## src/rtl/ifu_pkg.sv

```systemverilog
// Shared types and constants for the instruction fetch unit.
package ifu_pkg;

  localparam int unsigned DATA_LEN = 32;

  localparam logic [DATA_LEN-1:0] DEFAULT_RST_PC   = 32'h8000_0000;
  localparam logic [31:0]         DEFAULT_NOP_INST = 32'h0000_0013;

  typedef enum logic [1:0] {
    StIdle,
    StReq,
    StWait
  } fetch_state_e;

  typedef struct packed {
    logic [31:0]         inst;
    logic [DATA_LEN-1:0] pc;
    logic                fault;
  } fetch_entry_t;

  // A faulting fetch carries a NOP so decode never sees garbage data.
  function automatic fetch_entry_t make_entry(input logic [31:0]         data,
                                              input logic [DATA_LEN-1:0] pc,
                                              input logic                err,
                                              input logic [31:0]         nop);
    fetch_entry_t e;
    e.inst  = err ? nop : data;
    e.pc    = pc;
    e.fault = err;
    return e;
  endfunction

endpackage

```

## src/rtl/ifu_resp_buf.sv

```systemverilog
// One-entry skid buffer holding a fetch response while the IF_ID slot is occupied.
module ifu_resp_buf
  import ifu_pkg::*;
(
  input  logic         clk,
  input  logic         rst_n,
  input  logic         push,
  input  logic         pop,
  input  logic         flush,
  input  fetch_entry_t push_entry,
  output logic         full,
  output fetch_entry_t entry
);

  logic         full_q, full_d;
  fetch_entry_t entry_q, entry_d;

  // Push and pop in the same cycle replace the entry and keep the buffer full.
  always_comb begin
    full_d  = full_q;
    entry_d = entry_q;
    if (flush) begin
      full_d = 1'b0;
    end else if (push) begin
      full_d  = 1'b1;
      entry_d = push_entry;
    end else if (pop) begin
      full_d = 1'b0;
    end
  end

  always_ff @(posedge clk) begin
    if (!rst_n) begin
      full_q  <= 1'b0;
      entry_q <= '0;
    end else begin
      full_q  <= full_d;
      entry_q <= entry_d;
    end
  end

  assign full  = full_q;
  assign entry = entry_q;

endmodule

```

## src/rtl/ifu.sv

```systemverilog
// Instruction fetch stage: PC, single-outstanding memory requests, IF_ID slot and redirect handling.
module ifu
  import ifu_pkg::*;
#(
  parameter logic [DATA_LEN-1:0] RST_PC   = DEFAULT_RST_PC,
  parameter logic [31:0]         NOP_INST = DEFAULT_NOP_INST
) (
  input  logic                clk,
  input  logic                rst_n,
  output logic                inst_req_valid,
  input  logic                inst_req_ready,
  output logic [DATA_LEN-1:0] inst_req_addr,
  input  logic                inst_resp_valid,
  input  logic [31:0]         inst_resp_data,
  input  logic                inst_resp_err,
  output logic [31:0]         IF_ID_reg_inst,
  output logic [DATA_LEN-1:0] IF_ID_reg_PC,
  output logic                IF_ID_reg_inst_valid,
  output logic                IF_ID_reg_inst_fault,
  input  logic                ID_reg_decode_enable,
  input  logic                EX_IF_jump_flag,
  input  logic [DATA_LEN-1:0] EX_IF_jump_pc
);

  fetch_state_e        state_q, state_d;
  logic [DATA_LEN-1:0] pc_q, pc_d;
  logic [DATA_LEN-1:0] req_addr_q, req_addr_d;
  logic [DATA_LEN-1:0] inflight_pc_q, inflight_pc_d;
  logic                drop_q, drop_d;

  logic [31:0]         if_id_inst_q, if_id_inst_d;
  logic [DATA_LEN-1:0] if_id_pc_q, if_id_pc_d;
  logic                if_id_valid_q, if_id_valid_d;
  logic                if_id_fault_q, if_id_fault_d;

  logic         jump, handshake, resp_take, resp_live, consume, slot_free, credit;
  logic         buf_full, buf_push, buf_pop, buf_full_next;
  fetch_entry_t resp_entry, buf_entry;

  assign jump      = EX_IF_jump_flag;
  assign handshake = (state_q == StReq) & inst_req_ready;
  assign resp_take = (state_q == StWait) & inst_resp_valid;
  // Redirect wins over a landing response, as does a pending drop.
  assign resp_live = resp_take & ~drop_q & ~jump;
  assign consume   = if_id_valid_q & ID_reg_decode_enable;
  assign slot_free = ~if_id_valid_q | consume;

  assign resp_entry = make_entry(inst_resp_data, inflight_pc_q, inst_resp_err, NOP_INST);

  // The buffer always drains first so program order is preserved.
  assign buf_pop  = buf_full & slot_free & ~jump;
  assign buf_push = resp_live & (buf_full | ~slot_free);

  assign buf_full_next = jump     ? 1'b0 :
                         buf_push ? 1'b1 :
                         buf_pop  ? 1'b0 : buf_full;

  ifu_resp_buf u_resp_buf (
    .clk        (clk),
    .rst_n      (rst_n),
    .push       (buf_push),
    .pop        (buf_pop),
    .flush      (jump),
    .push_entry (resp_entry),
    .full       (buf_full),
    .entry      (buf_entry)
  );

  always_comb begin
    if_id_inst_d  = if_id_inst_q;
    if_id_pc_d    = if_id_pc_q;
    if_id_valid_d = if_id_valid_q;
    if_id_fault_d = if_id_fault_q;
    if (jump) begin
      if_id_valid_d = 1'b0;
      if_id_inst_d  = NOP_INST;
      if_id_fault_d = 1'b0;
    end else if (slot_free) begin
      if (buf_full) begin
        if_id_inst_d  = buf_entry.inst;
        if_id_pc_d    = buf_entry.pc;
        if_id_fault_d = buf_entry.fault;
        if_id_valid_d = 1'b1;
      end else if (resp_live) begin
        if_id_inst_d  = resp_entry.inst;
        if_id_pc_d    = resp_entry.pc;
        if_id_fault_d = resp_entry.fault;
        if_id_valid_d = 1'b1;
      end else begin
        if_id_valid_d = 1'b0;
        if_id_fault_d = 1'b0;
      end
    end
  end

  // A new request may be issued only if IF_ID and the buffer will not both be occupied.
  assign credit = ~(if_id_valid_d & buf_full_next);

  always_comb begin
    state_d       = state_q;
    pc_d          = pc_q;
    req_addr_d    = req_addr_q;
    inflight_pc_d = inflight_pc_q;
    drop_d        = drop_q;

    unique case (state_q)
      StIdle: begin
        if (credit) state_d = StReq;
      end
      StReq: begin
        if (inst_req_ready) begin
          state_d       = StWait;
          inflight_pc_d = req_addr_q;
          // A request redirected while stalled already has pc pointing at the target.
          if (!drop_q) pc_d = pc_q + DATA_LEN'(4);
        end
      end
      StWait: begin
        if (inst_resp_valid) begin
          drop_d  = 1'b0;
          state_d = credit ? StReq : StIdle;
        end
      end
      default: state_d = StIdle;
    endcase

    if (jump) begin
      pc_d = EX_IF_jump_pc;
      if ((state_q == StReq) || ((state_q == StWait) && !inst_resp_valid)) drop_d = 1'b1;
    end

    // The address is latched on entry to REQ and held until accepted.
    if ((state_d == StReq) && (state_q != StReq)) req_addr_d = pc_d;
  end

  always_ff @(posedge clk) begin
    if (!rst_n) begin
      state_q       <= StIdle;
      pc_q          <= RST_PC;
      req_addr_q    <= RST_PC;
      inflight_pc_q <= RST_PC;
      drop_q        <= 1'b0;
      if_id_inst_q  <= NOP_INST;
      if_id_pc_q    <= RST_PC;
      if_id_valid_q <= 1'b0;
      if_id_fault_q <= 1'b0;
    end else begin
      state_q       <= state_d;
      pc_q          <= pc_d;
      req_addr_q    <= req_addr_d;
      inflight_pc_q <= inflight_pc_d;
      drop_q        <= drop_d;
      if_id_inst_q  <= if_id_inst_d;
      if_id_pc_q    <= if_id_pc_d;
      if_id_valid_q <= if_id_valid_d;
      if_id_fault_q <= if_id_fault_d;
    end
  end

  assign inst_req_valid       = (state_q == StReq);
  assign inst_req_addr        = req_addr_q;
  assign IF_ID_reg_inst       = if_id_inst_q;
  assign IF_ID_reg_PC         = if_id_pc_q;
  assign IF_ID_reg_inst_valid = if_id_valid_q;
  assign IF_ID_reg_inst_fault = if_id_fault_q;

endmodule
```

## config.mk

```make
export PLATFORM = sky130hd
export DESIGN_NAME = ifu
export DESIGN_NICKNAME = d
export VERILOG_FILES = /design/src/rtl/ifu_pkg.sv /design/src/rtl/ifu_resp_buf.sv /design/src/rtl/ifu.sv
export SDC_FILE = /design/constraint.sdc
export NUM_CORES = 1
export LEC_CHECK = 0
export BUFFER_PORTS_ARGS = -buffer_cell sky130_fd_sc_hd__buf_2
export CAP_MARGIN = 10
export CORE_MARGIN = 2
export CORE_UTILIZATION = 23
export DETAILED_ROUTE_END_ITERATION = 7
export GPL_ROUTABILITY_DRIVEN = 0
export SYNTH_ARGS = -nofsm -noshare
export SYNTH_HDL_FRONTEND = slang
export SYNTH_SLANG_ARGS = --single-unit
```

## constraint.sdc

```tcl
create_clock -name clk -period 5.31 [get_ports clk]
set_clock_uncertainty 0.15 [all_clocks]
set_input_delay 0.531 -clock clk [delete_from_list [all_inputs] [get_ports clk]]
set_output_delay 0.531 -clock clk [all_outputs]
set_load 0.1 [all_outputs]
```

Yosys cells after proc, flatten, opt, wreduce, memory -nomap -nowiden --
Cells that the tools add are included.
Cells by class: reduce and logical (&&, ||, !) cells 11, bitwise operators 15, $add $sub $neg 1, multiplexer cells 27, eq/ne operators 4
Operator list (count):
- 32-bit 2-to-1 mux | 9
- 32-bit by 3-bit adder with 32-bit output (second input constant) | 1
- 1-bit 2-to-1 mux | 14
- 1-bit AND | 8
- 2-bit 2-to-1 mux | 3
- 2-bit one-hot mux with 3 select lines | 1
- 2-bit AND reduction | 3
- 1-bit inverter | 5
- 2-bit by 1-bit == test with 1-bit output (second input constant) | 2
- 3-bit AND reduction | 1
- 2-bit == test (second input constant) | 1
- 1-bit logical AND | 2
- 2-bit logical NOT | 1
- 2-bit by 1-bit inequality test with 1-bit output (second input constant) | 1
- 1-bit OR | 2
- 2-bit nonzero test | 1
- 2-bit OR reduction | 1
- 1-bit logical NOT | 1
- 1-bit logical OR | 1
Word-level totals: flip-flop bits (word level) 231, input bits 71, logic and storage cells 71, output and inout port bits 99

Logic depth before layout (Yosys ltp) --
word-level depth 14, depth in mapped cells 9, mapped depth without buffers 7

By module --
From an unflattened synthesis, not the netlist that was laid out.
Second synthesis, totals: cells, all modules 1138, area, all modules 10019.6 µm²
Modules (own cells, without submodules):
- ifu | times used 1, cells an instance 851, sequential area each 3303.2 µm², area each 7317.0 µm²
- ifu_resp_buf | times used 1, cells an instance 287, sequential area each 1321.3 µm², area each 2702.6 µm²

Least setup slack after synthesis --
Ideal clock, no wire load.
path type reg-to-reg, from register state_q[0], to register inflight_pc_q[23], path buffers 2, stages on the path, launching flop included 8, library setup time 0.070 ns, data required time 5.090 ns, path slack 2.359 ns, arrival 2.730 ns, period minus slack after synthesis 2.951 ns, cells stage by stage dfxtp_1 > inv_1 > nor2_1 > and2_1 > clkbuf_1 > clkbuf_1 > nand2_1 > a21oi_1
On the way: cells in the longest elaborated chain, start to end 2
RTL lines:
- start: declaration | RTL line ifu.sv:25 | fetch_state_e state_q, state_d;
- start signal: assignment | RTL line ifu.sv:138 | state_q <= StIdle;
- start signal: assignment | RTL line ifu.sv:148 | state_q <= state_d;
- 2-bit by 1-bit == test with 1-bit output
- via inst_req_valid | RTL line ifu.sv:10 | output logic inst_req_valid,
- 2-bit AND reduction (no source line)
- end signal: assignment | RTL line ifu.sv:151 | inflight_pc_q <= inflight_pc_d;
- end: declaration | RTL line ifu.sv:28 | logic [DATA_LEN-1:0] inflight_pc_q, inflight_pc_d;
The timed path passes the listed nets, and every way through them passes these cells. A chain may end at the register's enable or synchronous reset.

Worst setup path in the final report --
from register u_resp_buf.full_q (netlist: u_resp_buf.full), to register state_q[0]
On the way: cells in the longest elaborated chain, start to end 9, elaborated cells on any way between the ends 15, those cells by class mux (10); bitwise (5)
RTL lines:
- start: declaration | RTL line ifu_resp_buf.sv:15 | logic full_q, full_d;
- start signal: assignment | RTL line ifu_resp_buf.sv:37 | full_q <= full_d;
- 1-bit AND (2 in a row) | RTL line ifu.sv:51 | assign buf_pop = buf_full & slot_free & ~jump;
- 1-bit 2-to-1 mux (2 in a row)
- 1-bit 2-to-1 mux | RTL line ifu.sv:54 | assign buf_full_next = jump ? 1'b0 :
- 1-bit AND (*) | RTL line ifu.sv:97 | assign credit = ~(if_id_valid_d & buf_full_next);
- 1-bit 2-to-1 mux | RTL line ifu.sv:121 | state_d = credit ? StReq : StIdle;
- 2-bit 2-to-1 mux | RTL line ifu.sv:119 | if (inst_resp_valid) begin
- 2-bit one-hot mux with 3 select lines (*) | RTL line ifu.sv:106 | unique case (state_q)
Mark *: on every way between the ends. The rest lies on a longest branch, timed or not.

==> impl_metrics.py <==
metrics = {
    "cts": {
        "cts_setup_buffers": 0,
        "insertion_delay_ns": 0.54,
        "clkSlewWorstSetupHoldPaths_ns": 0.06,
        "cts_buffers": 26,
        "holdBufCountCts": 0,
        "clockBufferDepth": 3,
        "htree_levels": 1,
        "ctsRootBufferMaster": "clkbuf_16",
        "tritoncts": "yes",
        "ctsResizeCount": 0,
        "cts.sinks": 231,
    },
    "global_routing": {
        "antenna_found_initial": 5,
        "use_met1_pct": 17.27,
        "busiest_layer": "met2",
        "grt_use_met2_pct": 19.93,
        "grt_max_degree": 92,
        "grt_usage_pct": 12.78,
        "grt_use_met3_pct": 3.155,
        "grt_overflow": 0,
        "grt_pass1_vias": 7621,
        "grt_pass1_wl_um": 43170,
    },
    "yosys": {
        "netlist_instances": 1126,
        "synth_most_common_cell": "dfxtp_1",
        "synth_fp_nets": 1198,
        "synth_flop_cell": "dfxtp_1",
        "ys_seq_area_share_pct": 48.86,
        "yosys-top-cells-area": "dfxtp_1 (49%), nand2_1 (7.7%), a21oi_1 (5.8%)",
        "netlist_area_um2": 9464,
        "yosysTopAreaCell": "dfxtp_1",
        "post_synth.cell_area_avg_um2": 8.405,
        "netlist.area_leader.share_pct": 48.86,
        "yosysWarningCount": 0,
        "synthArstFlopShare_pct": 0,
        "synth_edf_count": 0,
        "ys_top_cells_by_count": "dfxtp_1 (231), nand2_1 (195), nor2_1 (117), a21oi_1 (109), a211oi_1 (63)",
        "synth-seq-cells": 231,
        "synth.distinct_cells": 48,
    },
    "place": {
        "hpwl_um": 19150,
        "port_buffers": 169,
    },
    "timing": {
        "rsz0062_at_grt": "no",
        "worst_pin_slew_ns": 1.149,
        "finalHoldViolations": 0,
        "slew_viol_final": 0,
        "finalSetupTns_ns": 0,
        "setup_viol": 0,
        "fmax_mhz": 335.3,
        "min_period_ns": 2.982,
        "finalCritPeriodShare_pct": 56.16,
        "slew_headroom_pct": 22.76,
    },
    "flow_run": {
        "cap_violations": 0,
    },
    "die": {
        "die_w_um": 206.9,
        "die_area_um2": 42790,
        "start_util_pct": 23.23,
        "core_um2": 40740,
        "rows": 74,
        "die_h_um": 206.9,
        "io_pins": 170,
    },
    "worst_setup_path": {
        "crit_type": "reg2reg",
        "path_cells": "inv_1 -> maj3_2 -> o21ai_4 -> o21ai_0 -> and3_1",
        "cp_data_arrival_time_ns": 3.25,
        "crit_slowest_cell": "o21ai_4",
        "crit_path_start_kind": "flop",
        "crit_start": "u_resp_buf.full$_SDFF_PN0_",
        "rr_startpoint": "u_resp_buf.full$_SDFF_PN0_",
        "worstPathRequired_ns": 5.58,
        "max_stage_delay_ns": 0.88,
        "endpoint_kind": "flop",
        "crit_fanout": 51,
    },
    "cells_and_area": {
        "post-route-util_pct": 28.41,
        "drive_above_1_share_pct": 18.63,
        "area_delta_synth_final_pct": 22.30,
        "fillCellCount": 4334,
        "num-nets-final": 1312,
    },
    "pwr": {
        "p_int_mw": 3.002,
        "power_frac_clock_pct": 44.7,
        "combPwrFrac_pct": 11.0,
        "seqPwrFrac_pct": 44.3,
        "p_sw_share_pct": 27.39,
        "leakagePower_nw": 4.087,
        "cellPowerDensity_nw_per_um2": 357.2,
        "p_switching_mw": 1.132,
        "irDropWorstVdd_mv": 0.2098,
    },
    "routing": {
        "wl_per_cell_um": 15.77,
        "dr.pass1.iters": 5,
        "drc": 0,
        "dr.first_iter.drc_count": 505,
        "drt-total-wl_um": 28230,
        "antenna_left": 0,
        "vias": 8167,
        "vias_per_cell": 4.563,
    },
    "worst_hold_path": {
        "hold_class": "in2reg",
        "min_from": "inst_resp_data[17]",
    },
    "status": {
        "status": "complete, no violations",
    },
}
-- cells by family (layout without fill, tap and decap cells) --
logic type	Yosys count	after routing	synth area share, %
adders and majority gates	2	2	0.2512
xor gates and xnor gates	25	25	2.314
DFF	231	231	48.86
buffers and inverters	99	229	4.429
and+or+nand+nor	495	495	24.87
muxes	39	39	4.125
AOI/OAI and AO/OA	235	235	15.15
other	0	2	0
-- final timing paths --
path	cells past startpoint	to	slack (ns)
min	3	u_resp_buf.entry[50]$_SDFFE_PN0P_	0.12
max reg2reg	5	state_q[0]$_SDFF_PN0_	2.33
min reg2reg	2	u_resp_buf.entry[6]$_SDFFE_PN0P_	0.30
max	5	state_q[0]$_SDFF_PN0_	2.33
-- per-layer routing --
layer / up-vias / routed length (um)
li1: 4131 / -
met1: 3796 / 13460
met2: 184 / 12220
met3: 52 / 1743
met4: 4 / 783
met5: - / 25
-- stage by stage --
stage | power, mW | instance area [um2] | worst slack [ns] | hold WS [ns] | instances
finish | 4.135 | 11570 | 2.328 | 0.1218 | 1790
detailed placement | 2.327 | 10700 | 2.154 | 0.2961 | 1744
global route | 4.284 | 11570 | 2.034 | 0.1106 | 1789
floorplan | 2.205 | 9464 | 2.359 | 0.2860 | 1126
global placement | 2.321 | 10700 | 2.190 | 0.2912 | 1744
CTS | 4.187 | 11570 | 2.285 | 0.08986 | 1788
-- placed cells by master (no fill, tap or decap), types with 4 or more instances in the layout --
cell type  instances
a211oi_1          63
a21oi_1          108
and2_1             7
and3_1             5
buf_2            169
buf_4              9
clkbuf_1           7
clkbuf_16         27
dfxtp_1          230
inv_1              5
mux2i_1           39
nand2_1          195
nand2b_1           6
nand3_1           37
nand3b_1          30
nand4_1           10
nor2_1           115
nor3_1            43
nor3b_1           29
o211ai_1           5
o21ai_0           28
o21ai_1            4
o311ai_0           4
o31ai_1           11
xnor2_1           22
-- worst max-delay path, delay by kind of cell (launching register included) --
kind	cells	cell delay, ns
AO/OA/AOI/OAI	2	1.09
AND/OR/NAND/NOR	1	0.23
flip-flops	1	0.72
adder cells (fa/ha/maj)	1	0.41
buffers and inverters	1	0.27
-- power by group through the flow --
stage | sequential [mW] | combinational [mW] | clock, mW
finish | 1.83 | 0.454 | 1.85
global route | 1.84 | 0.486 | 1.96
CTS | 1.83 | 0.457 | 1.90
detailed placement | 1.87 | 0.456 | 0
global placement | 1.87 | 0.452 | 0
floorplan | 2.03 | 0.172 | 0
-- state kept, by name (all words and copies together), names as in the netlist --
register and count:
u_resp_buf.entry 65, IF_ID_reg_PC 32, IF_ID_reg_inst 32, inflight_pc_q 32, inst_req_addr 32, pc_q 32
state_q 2, IF_ID_reg_inst_fault 1, IF_ID_reg_inst_valid 1, drop_q 1, u_resp_buf.full 1
-- final cells by class --
type	count	area (um2)	share of cell area, %
clock buffers	37	743.2	6.421
repair buffers	178	913.4	7.891
flip-flops and latches	231	4628	39.98
clock inverters	7	128.9	1.113
multi-input cells	796	4462	38.55
well taps	532	665.6	5.751
inverters	7	28.78	0.2486
diodes	2	5.005	0.04324
No activity file was read; power rests on OpenSTA's default activity.
